$ cat config.mk
export PLATFORM = sky130hd
export DESIGN_NAME = grant_decoder
export DESIGN_NICKNAME = d
export VERILOG_FILES = /design/src/rtl/grant_decoder.sv
export SDC_FILE = /design/constraint.sdc
export NUM_CORES = 1
export LEC_CHECK = 0
export ABC_AREA = 1
export CORE_UTILIZATION = 40
export CTS_CLUSTER_DIAMETER = 150
export CTS_CLUSTER_SIZE = 16
export DETAILED_ROUTE_END_ITERATION = 8
export PLACE_DENSITY = 0.68
export SKIP_LAST_GASP = 1
export SYNTH_ARGS = -nofsm -noshare
export SYNTH_HDL_FRONTEND = slang
export SYNTH_SLANG_ARGS = --single-unit
export TNS_END_PERCENT = 1
$ cat constraint.sdc
create_clock -name clk -period 2.9 [get_ports clk]
set_input_delay 0.435 -clock clk [delete_from_list [all_inputs] [get_ports clk]]
set_output_delay 0.435 -clock clk [all_outputs]
set_load 0.02 [all_outputs]
$ cat src/rtl/grant_decoder.sv
// ----------------------------------------------------------------------------
// grant_decoder
//   Registered 3-to-8 decoder at the consumer end of the 8-line priority
//   encoder path. Line indices arrive over a valid/ready handshake, are
//   buffered in a DEPTH-entry FIFO and replayed one at a time as a one-hot
//   grant on y. A grant is held for at least MIN_HOLD cycles and then until
//   the downstream line acknowledges it.
//
//   Optional build macro: GRANT_DECODER_STATS_EN adds the grant_count output
//   (completed-grant counter, 8 bits, wraps). Without the macro the port and
//   the counter do not exist.
//
// Handshakes:
//   Input side : a transfer happens on a rising edge where in_valid and
//                in_ready are both high. in_valid may be raised at any time;
//                in_ready depends only on the level register, never on
//                in_valid.
//   Grant side : y/y_valid are registered. A grant completes on a rising edge
//                where y_valid is high, the grant has been up for MIN_HOLD
//                cycles (FSM in WAIT) and y_ack is high. y_ack at any other
//                time is ignored.
//
// Ports:
//   clk         in   single clock, rising edge
//   rst_n       in   synchronous active-low reset
//   enable      in   0 blocks launching new grants (FIFO still accepts)
//   in_valid    in   in_code valid
//   in_code     in   [2:0] line index 0..7
//   in_ready    out  FIFO level < DEPTH (combinational from level register)
//   y           out  [7:0] one-hot grant, 0 when no grant
//   y_valid     out  grant active
//   y_ack       in   grant release from the line
//   level       out  [clog2(DEPTH):0] FIFO occupancy
//   grant_count out  [7:0] completed grants (GRANT_DECODER_STATS_EN only)
//   fsm_state_o out  [1:0] FSM state for debug (0 IDLE, 1 HOLD, 2 WAIT)
// ----------------------------------------------------------------------------
module grant_decoder #(
   parameter int DEPTH    = 4,
   parameter int MIN_HOLD = 2
) (
   input  logic                     clk,
   input  logic                     rst_n,
   input  logic                     enable,
   input  logic                     in_valid,
   input  logic [2:0]               in_code,
   output logic                     in_ready,
   output logic [7:0]               y,
   output logic                     y_valid,
   input  logic                     y_ack,
   output logic [$clog2(DEPTH):0]   level,
`ifdef GRANT_DECODER_STATS_EN
   output logic [7:0]               grant_count,
`endif
   output logic [1:0]               fsm_state_o
);

   localparam int AW = $clog2(DEPTH);
   localparam int LW = AW + 1;
   // Wide enough to hold MIN_HOLD-1; at least one bit so the vector exists.
   localparam int HW = (MIN_HOLD > 1) ? $clog2(MIN_HOLD) : 1;

   typedef enum logic [1:0] {
      S_IDLE = 2'd0,
      S_HOLD = 2'd1,
      S_WAIT = 2'd2
   } state_t;

   // ------------------------------------------------------------------------
   // FIFO storage and pointers
   // ------------------------------------------------------------------------
   logic [2:0]    mem_q [DEPTH];
   logic [AW-1:0] wr_ptr_q, wr_ptr_d;
   logic [AW-1:0] rd_ptr_q, rd_ptr_d;
   logic [LW-1:0] level_q, level_d;

   // ------------------------------------------------------------------------
   // Grant FSM state and registered outputs
   // ------------------------------------------------------------------------
   state_t        state_q;
   logic [HW-1:0] hold_cnt_q;
   logic [7:0]    y_q;
   logic          y_valid_q;

   logic          push;
   logic          load;
   logic          grant_done;
   logic [2:0]    head;
   logic [7:0]    head_onehot;

   assign in_ready    = (level_q < LW'(DEPTH));
   assign push        = in_valid && in_ready;
   assign grant_done  = (state_q == S_WAIT) && y_ack;
   assign head        = mem_q[rd_ptr_q];
   assign head_onehot = 8'b0000_0001 << head;

   // A load is the only way an entry leaves the FIFO. From WAIT it chains
   // straight onto the acknowledged grant so there is no idle cycle.
   always_comb begin
      load = 1'b0;
      unique case (state_q)
         S_IDLE:  load = enable && (level_q != '0);
         S_WAIT:  load = y_ack && enable && (level_q != '0);
         default: load = 1'b0;
      endcase
   end

   always_comb begin
      wr_ptr_d = wr_ptr_q;
      rd_ptr_d = rd_ptr_q;
      level_d  = level_q;
      if (push) wr_ptr_d = wr_ptr_q + 1'b1;   // wraps mod DEPTH (power of two)
      if (load) rd_ptr_d = rd_ptr_q + 1'b1;
      unique case ({push, load})
         2'b10:   level_d = level_q + 1'b1;
         2'b01:   level_d = level_q - 1'b1;
         default: level_d = level_q;
      endcase
   end

   always_ff @(posedge clk) begin
      if (!rst_n) begin
         wr_ptr_q <= '0;
         rd_ptr_q <= '0;
         level_q  <= '0;
      end else begin
         wr_ptr_q <= wr_ptr_d;
         rd_ptr_q <= rd_ptr_d;
         level_q  <= level_d;
      end
   end

   // Storage needs no reset: an entry is only read after it has been written.
   always_ff @(posedge clk) begin
      if (rst_n && push) begin
         mem_q[wr_ptr_q] <= in_code;
      end
   end

   // ------------------------------------------------------------------------
   // Grant FSM. hold_cnt counts down the remaining HOLD cycles; the move to
   // WAIT is taken on the cycle it reads 1, so y_ack is first honoured on the
   // MIN_HOLD-th cycle of y_valid.
   // ------------------------------------------------------------------------
   always_ff @(posedge clk) begin
      if (!rst_n) begin
         state_q    <= S_IDLE;
         hold_cnt_q <= '0;
         y_q        <= '0;
         y_valid_q  <= 1'b0;
      end else begin
         unique case (state_q)
            S_IDLE: begin
               if (load) begin
                  y_q        <= head_onehot;
                  y_valid_q  <= 1'b1;
                  hold_cnt_q <= HW'(MIN_HOLD - 1);
                  state_q    <= (MIN_HOLD > 1) ? S_HOLD : S_WAIT;
               end
            end
            S_HOLD: begin
               hold_cnt_q <= hold_cnt_q - HW'(1);
               if (hold_cnt_q == HW'(1)) begin
                  state_q <= S_WAIT;
               end
            end
            S_WAIT: begin
               if (grant_done) begin
                  if (load) begin
                     y_q        <= head_onehot;
                     y_valid_q  <= 1'b1;
                     hold_cnt_q <= HW'(MIN_HOLD - 1);
                     state_q    <= (MIN_HOLD > 1) ? S_HOLD : S_WAIT;
                  end else begin
                     y_q       <= '0;
                     y_valid_q <= 1'b0;
                     state_q   <= S_IDLE;
                  end
               end
            end
            default: begin
               state_q    <= S_IDLE;
               hold_cnt_q <= '0;
               y_q        <= '0;
               y_valid_q  <= 1'b0;
            end
         endcase
      end
   end

`ifdef GRANT_DECODER_STATS_EN
   logic [7:0] grant_count_q;

   // Counts every acknowledged grant, including ones followed by a chained load.
   always_ff @(posedge clk) begin
      if (!rst_n) begin
         grant_count_q <= '0;
      end else if (grant_done) begin
         grant_count_q <= grant_count_q + 8'd1;
      end
   end

   assign grant_count = grant_count_q;
`endif

   assign y           = y_q;
   assign y_valid     = y_valid_q;
   assign level       = level_q;
   assign fsm_state_o = state_q;

endmodule
==> results of run 1 <==
[area by class of cell]
class                      instances  area, µm²
clock buffer                       7       65.1
multi-input combinational        111        574
inverter                          19       71.3
fill                             299       1620
tap                               46       57.6
sequential                        33        781
clock inverter                     1       5.00
timing repair buffer              22        220
[worst paths after layout]
check             endpoint  slack [ns]  cells after the start
setup / recovery  level[2]        0.64                     12
setup reg to reg  level[2]        0.78                     11
hold / removal     y_valid        0.47                      2
hold reg to reg    y_valid        0.47                      2
[layout by cell type, fill, tap and decap left out]
| master | count |
|---|---|
| edfxtp_1 | 12 |
| nand4_4 | 1 |
| o21ai_0 | 5 |
| inv_2 | 3 |
| or2_2 | 1 |
| fa_1 | 1 |
| a21oi_2 | 2 |
| nand2_1 | 42 |
| dfxtp_1 | 21 |
| clkbuf_4 | 5 |
| a31oi_1 | 1 |
| inv_1 | 16 |
| nor2_1 | 15 |
| o21ai_1 | 1 |
| ha_1 | 5 |
| nand3_1 | 16 |
| clkdlybuf4s50_1 | 22 |
| a21oi_1 | 16 |
| nand2_2 | 4 |
| nor2_4 | 1 |
| clkbuf_8 | 2 |
| clkinv_2 | 1 |
[where the power goes]
part / internal, mW / leakage [nW] / switching, mW
Combinational: 0.213 / 0.362 / 0.359
Sequential: 0.556 / 0.280 / 0.0545
Clock: 0.140 / 0.0413 / 0.153
[cell usage after synthesis]
cell	n	area share, %
a21oi_1	16	5.6
ha_1	5	4.4
nand2_1	42	11
edfxtp_1	12	25
nor2_4	1	0.79
dfxtp_1	21	29
a21oi_2	2	1.2
inv_2	3	0.79
or2_2	1	0.44
nand2_2	4	1.7
fa_1	1	1.4
a31oi_1	1	0.44
o21ai_1	1	0.35
nor2_1	15	3.9
nand3_1	16	5.6
inv_1	16	4.2
nand4_4	1	1.5
o21ai_0	5	1.7
clkbuf_1	1	0.26
[sequential cells by signal (all words and copies together), names as in the netlist, named ones only]
| register | flops |
|---|---|
| y | 8 |
| y_valid | 1 |
| rd_ptr_q | 2 |
| wr_ptr_q | 2 |
| hold_cnt_q | 1 |
| level | 3 |
| mem_q | 12 |
| fsm_state_o | 2 |
[layer usage]
metal | GRT usage [%] | up-vias
li1 | - | 592
met5 | 0 | -
met4 | 9.52 | 0
met2 | 25.8 | 20
met1 | 18.5 | 510
met3 | 6.42 | 6
[stage by stage]
stage               setup WS (ns)  util [%]  hold WS (ns)
finish                      0.640      52.3         0.472
global route                0.496      52.3         0.493
CTS                         0.636      52.3         0.474
detailed placement          0.274      50.3         0.458
global placement            0.387      50.3         0.454
floorplan                   0.824         -         0.470
[critical path, stage by stage]
cell and delay [ns]:
clkdlybuf4s50_1 0.49, inv_1 0.06, nand2_1 0.10, nand4_4 0.17, inv_2 0.16, ha_1 0.16, inv_1 0.07, fa_1 0.38
a21oi_1 0.14, o21ai_0 0.11, o21ai_0 0.16, a21oi_1 0.05
[cells by family (layout without fill, tap and decap cells)]
group / count (synthesis) / count (layout) / share of synthesized area, %
AOI/OAI and AO/OA: 25 / 25 / 9.36
and+or+nand+nor: 80 / 80 / 25.0
adders and majority gates: 6 / 6 / 5.77
DFF: 33 / 33 / 54.6
buffers and inverters: 20 / 49 / 5.25
==> run metrics, run 1 <==
GRT Total Usage=16.2%; Slew @ Worst Pin=0.411 ns; Syn Nets=178; Max Cap Viol=0; power density cells=around 830 mW/mm²; kind of critical path=in2reg; Post-Place Cells=~230; total wire length=2610 µm; Mean Syn Cell Area=roughly 8.7 µm²; first-pass GRT wire length=4230 µm; startpoint types=primary input; synth warn=0; Die H=61.8 µm; Slew Limit Fails=0; Fin. Hold Viols=0; # diodes=0; Max Root-Sink Buffers=2; CP startpoint=y_ack; final setup vio count=0; Initial Util=42.2%; RSZ-0062 raised after global routing=false; fin cells=239; critical path arrival=between 2 and 2.5 ns; Pre-antenna DRT Iters=4; Avg WL per Cell=10.9 µm; Post-CTS Setup Repair Bufs=0; crit-path max FO=7; cell area after synthesis=0.00143 mm²; vias per cell=between 4 and 5; clock latency on the worst-skew pair=0.33 ns; Port Buffer Count=22; number of global-route vias before repair=997; Final HPWL DP=around 2000 µm; DRC=0; CTS Hold Bufs=0; post_cts resized=0; Clock transition at path regs=0.11 ns; largest net degree at the start of global routing=14; Core ar.=roughly 0.0034 mm²; Hold Crit Start=y_valid; leakage=0.684 nW; Distinct cells, synth=19; row count=21; Routed met2 length=roughly 1200 µm; Fmax achieved=442 MHz; VDD IR max=0.000497 V; Detailed Route Iter0 Violations=32; register bit total from synthesis=33; worst min path class=reg2reg; Antenna Nets Post-Route=0; Critical Path RT=roughly 3.1 ns; H-tree lvl count=2; # IOs=23; Syn Inst Count=~160; CTS Root Cell=clkbuf_4; final std cell area, no fill=~0.0018 mm²; vias post-DR=roughly 1100; Synth-to-Final Area Change=24.1%; CTS tree=built; status=completed; uppermost layer routed=met4; Area after DPL=0.00170 mm²; Placer Congestion=roughly 0.74; Final Power=about 1.5 mW; antenna violations before repair=0; Remaining Overflow, GRT=0; layout cells sized above 1=10.4%; die area=0.00382 mm²; NumNets Final=206; final worst-path cycle share=between 70% and 80%; Die W=61.8 µm; met3 routed WL=97 µm; Tmin final=2.26 ns; wl on met1=approximately 1200 µm; crit end category=flip-flop; Seq/Total Area, Yosys=54.6%; reg2reg start=level[1]; Max-slew headroom=72.6%; TNS Setup=0 ns; CTS Buf Count=5; TritonCTS sink count=33; clk_skew=0.0133 ns
No activity file was read; power rests on OpenSTA's default activity.
==> run 2: changes to the inputs <==
Clock period 2.9 ns to 2.21 ns, I/O delays scaled along.
==> run metrics, run 2 (synthesized netlist as in run 1, its figures left out) <==
RSZ-0062 raised after global routing=false; crit end category=flip-flop; total wire length=roughly 2700 µm; leakage=0.696 nW; Critical Path RT=roughly 2.4 ns; Remaining Overflow, GRT=0; crit-path max cell delay=0.48 ns; Buffers & Inverters on Critical Path=4; final core utilization=a little over half; Tmin final=1.94 ns; vias per cell=4.72; number of global-route vias before repair=1056; Max-slew headroom=slightly above 70%; Die W=61.8 µm; NumNets Final=210; Slew @ Worst Pin=about 0.42 ns; Pre-antenna DRT Iters=4; CTS Root Cell=clkbuf_4; crit-path max FO=2; Core ar.=approximately 0.0034 mm²; depth of the worst register-to-register path=11; GRT Total Usage=16.0%; TNS Setup=0 ns; antenna violations before repair=0; largest register by flop count=mem_q; Final HPWL DP=about 2000 µm; Clock transition at path regs=0.11 ns; H-tree lvl count=2; status=completed; Detailed Route Iter0 Violations=47; slowest CP cell=clkdlybuf4s50_1; CTS Hold Bufs=0; final worst-path cycle share=87.6%; die area=0.00382 mm²; Placer Congestion=about 0.81; Hold Path Depth=2; clk_skew=between 0.01 and 0.015 ns; post_cts resized=0; critical path's top delay family=buffers and inverters; Antenna Nets Post-Route=0; TritonCTS sink count=33; Synth-to-Final Area Change=25.0%; CP cell instances=clkdlybuf4s50_1, inv_1, nand2_1, nand4_4, inv_2, ha_1, inv_1, fa_1, a21oi_1, o21ai_0, o21ai_0, a21oi_1; Avg WL per Cell=approximately 11 µm; max reg flops=12; kind of critical path=in2reg; # IOs=23; commonest cells after routing, fill and taps aside=nand2_1 (42), clkdlybuf4s50_1 (22), dfxtp_1 (21); fillers=around 300; Max Root-Sink Buffers=2; power density cells=1070 mW/mm²; Max Cap Viol=0; VDD IR max=0.000772 V; CTS tree=built; Initial Util=42.2%; Fmax achieved=516 MHz; # diodes=0; layout cells sized above 1=12.2%; most common cell after layout, fill and taps aside=nand2_1; largest net degree at the start of global routing=14; Slew Limit Fails=0; worst min path class=reg2reg; row count=21; critical path arrival=about 2.2 ns; clock latency on the worst-skew pair=0.34 ns; Worst path depth=12; register area=781 µm²; area used by multi-input combinational logic=between 500 and 600 µm²; startpoint types=primary input; Fin. Hold Viols=0; vias post-DR=1146; DRC=0; final setup vio count=0; CTS Buf Count=5; Post-CTS Setup Repair Bufs=0; first-pass GRT wire length=4330 µm; Port Buffer Count=22; Die H=~62 µm
-- run 2: cell types whose count changed in the layout (fill, tap and decap cells not counted) --
cell      before  now
buf_4          0    4
clkbuf_8       2    0
clkinv_2       1    2
inv_4          0    1
-- run 2: worst paths after layout --
check                           startpoint       end  slack (ns)
worst max-delay path                 y_ack  level[2]        0.27
worst min-delay path                  y[5]      y[5]        0.47
worst max register to register    level[1]  level[2]        0.29
worst min register to register        y[5]      y[5]        0.47
-- run 2: routing by layer --
| metal | track usage (%) | share of wire, % | vias to the layer above |
|---|---|---|---|
| li1 | - | - | 602 |
| met1 | 17.7 | 44 | 516 |
| met2 | 27.3 | 51 | 22 |
| met3 | 5.38 | 3.8 | 6 |
| met4 | 7.94 | 1.3 | 0 |
| met5 | 0 | 0 | - |
-- run 2: final cells by class --
type,count,share of cell area (%)
clock buffers,5,2.10
clock inverters,3,0.910
inverters,19,3.99
multi-input cells,111,32.1
flip-flops and latches,33,43.7
well taps,46,3.22
repair buffers,26,14.0
-- run 2: worst register-to-register path: cells and delay by family, from the launching register on --
| kind | cells | cell delay [ns] |
|---|---|---|
| and+or+nand+nor | 2 | 0.25 |
| adders and majority gates | 2 | 0.50 |
| buffers and inverters | 3 | 0.21 |
| DFF | 1 | 0.38 |
| AOI/OAI and AO/OA | 4 | 0.47 |
-- run 2: where the power goes --
group	switching, mW	internal, mW	total, mW
Combinational	0.484	0.307	0.792
Clock	0.207	0.121	0.328
Sequential	0.0707	0.730	0.801
Total	0.762	1.16	1.92
-- run 2: metrics by stage --
| step | instances | instance area [µm²] | setup WS, ns | power (mW) | hold slack (ns) |
|---|---|---|---|---|---|
| 2_1_floorplan | 164 | 1430 | 0.134 | 1.33 | 0.430 |
| 3_3_place_gp | 235 | 1730 | -0.0184 | 1.57 | 0.451 |
| 3_5_place_dp | 235 | 1730 | -0.0798 | 1.61 | 0.461 |
| 4_1_cts | 243 | 1790 | 0.290 | 1.94 | 0.477 |
| 5_1_grt | 243 | 1790 | 0.0548 | 2.06 | 0.506 |
| 6_report | 243 | 1790 | 0.274 | 1.92 | 0.475 |
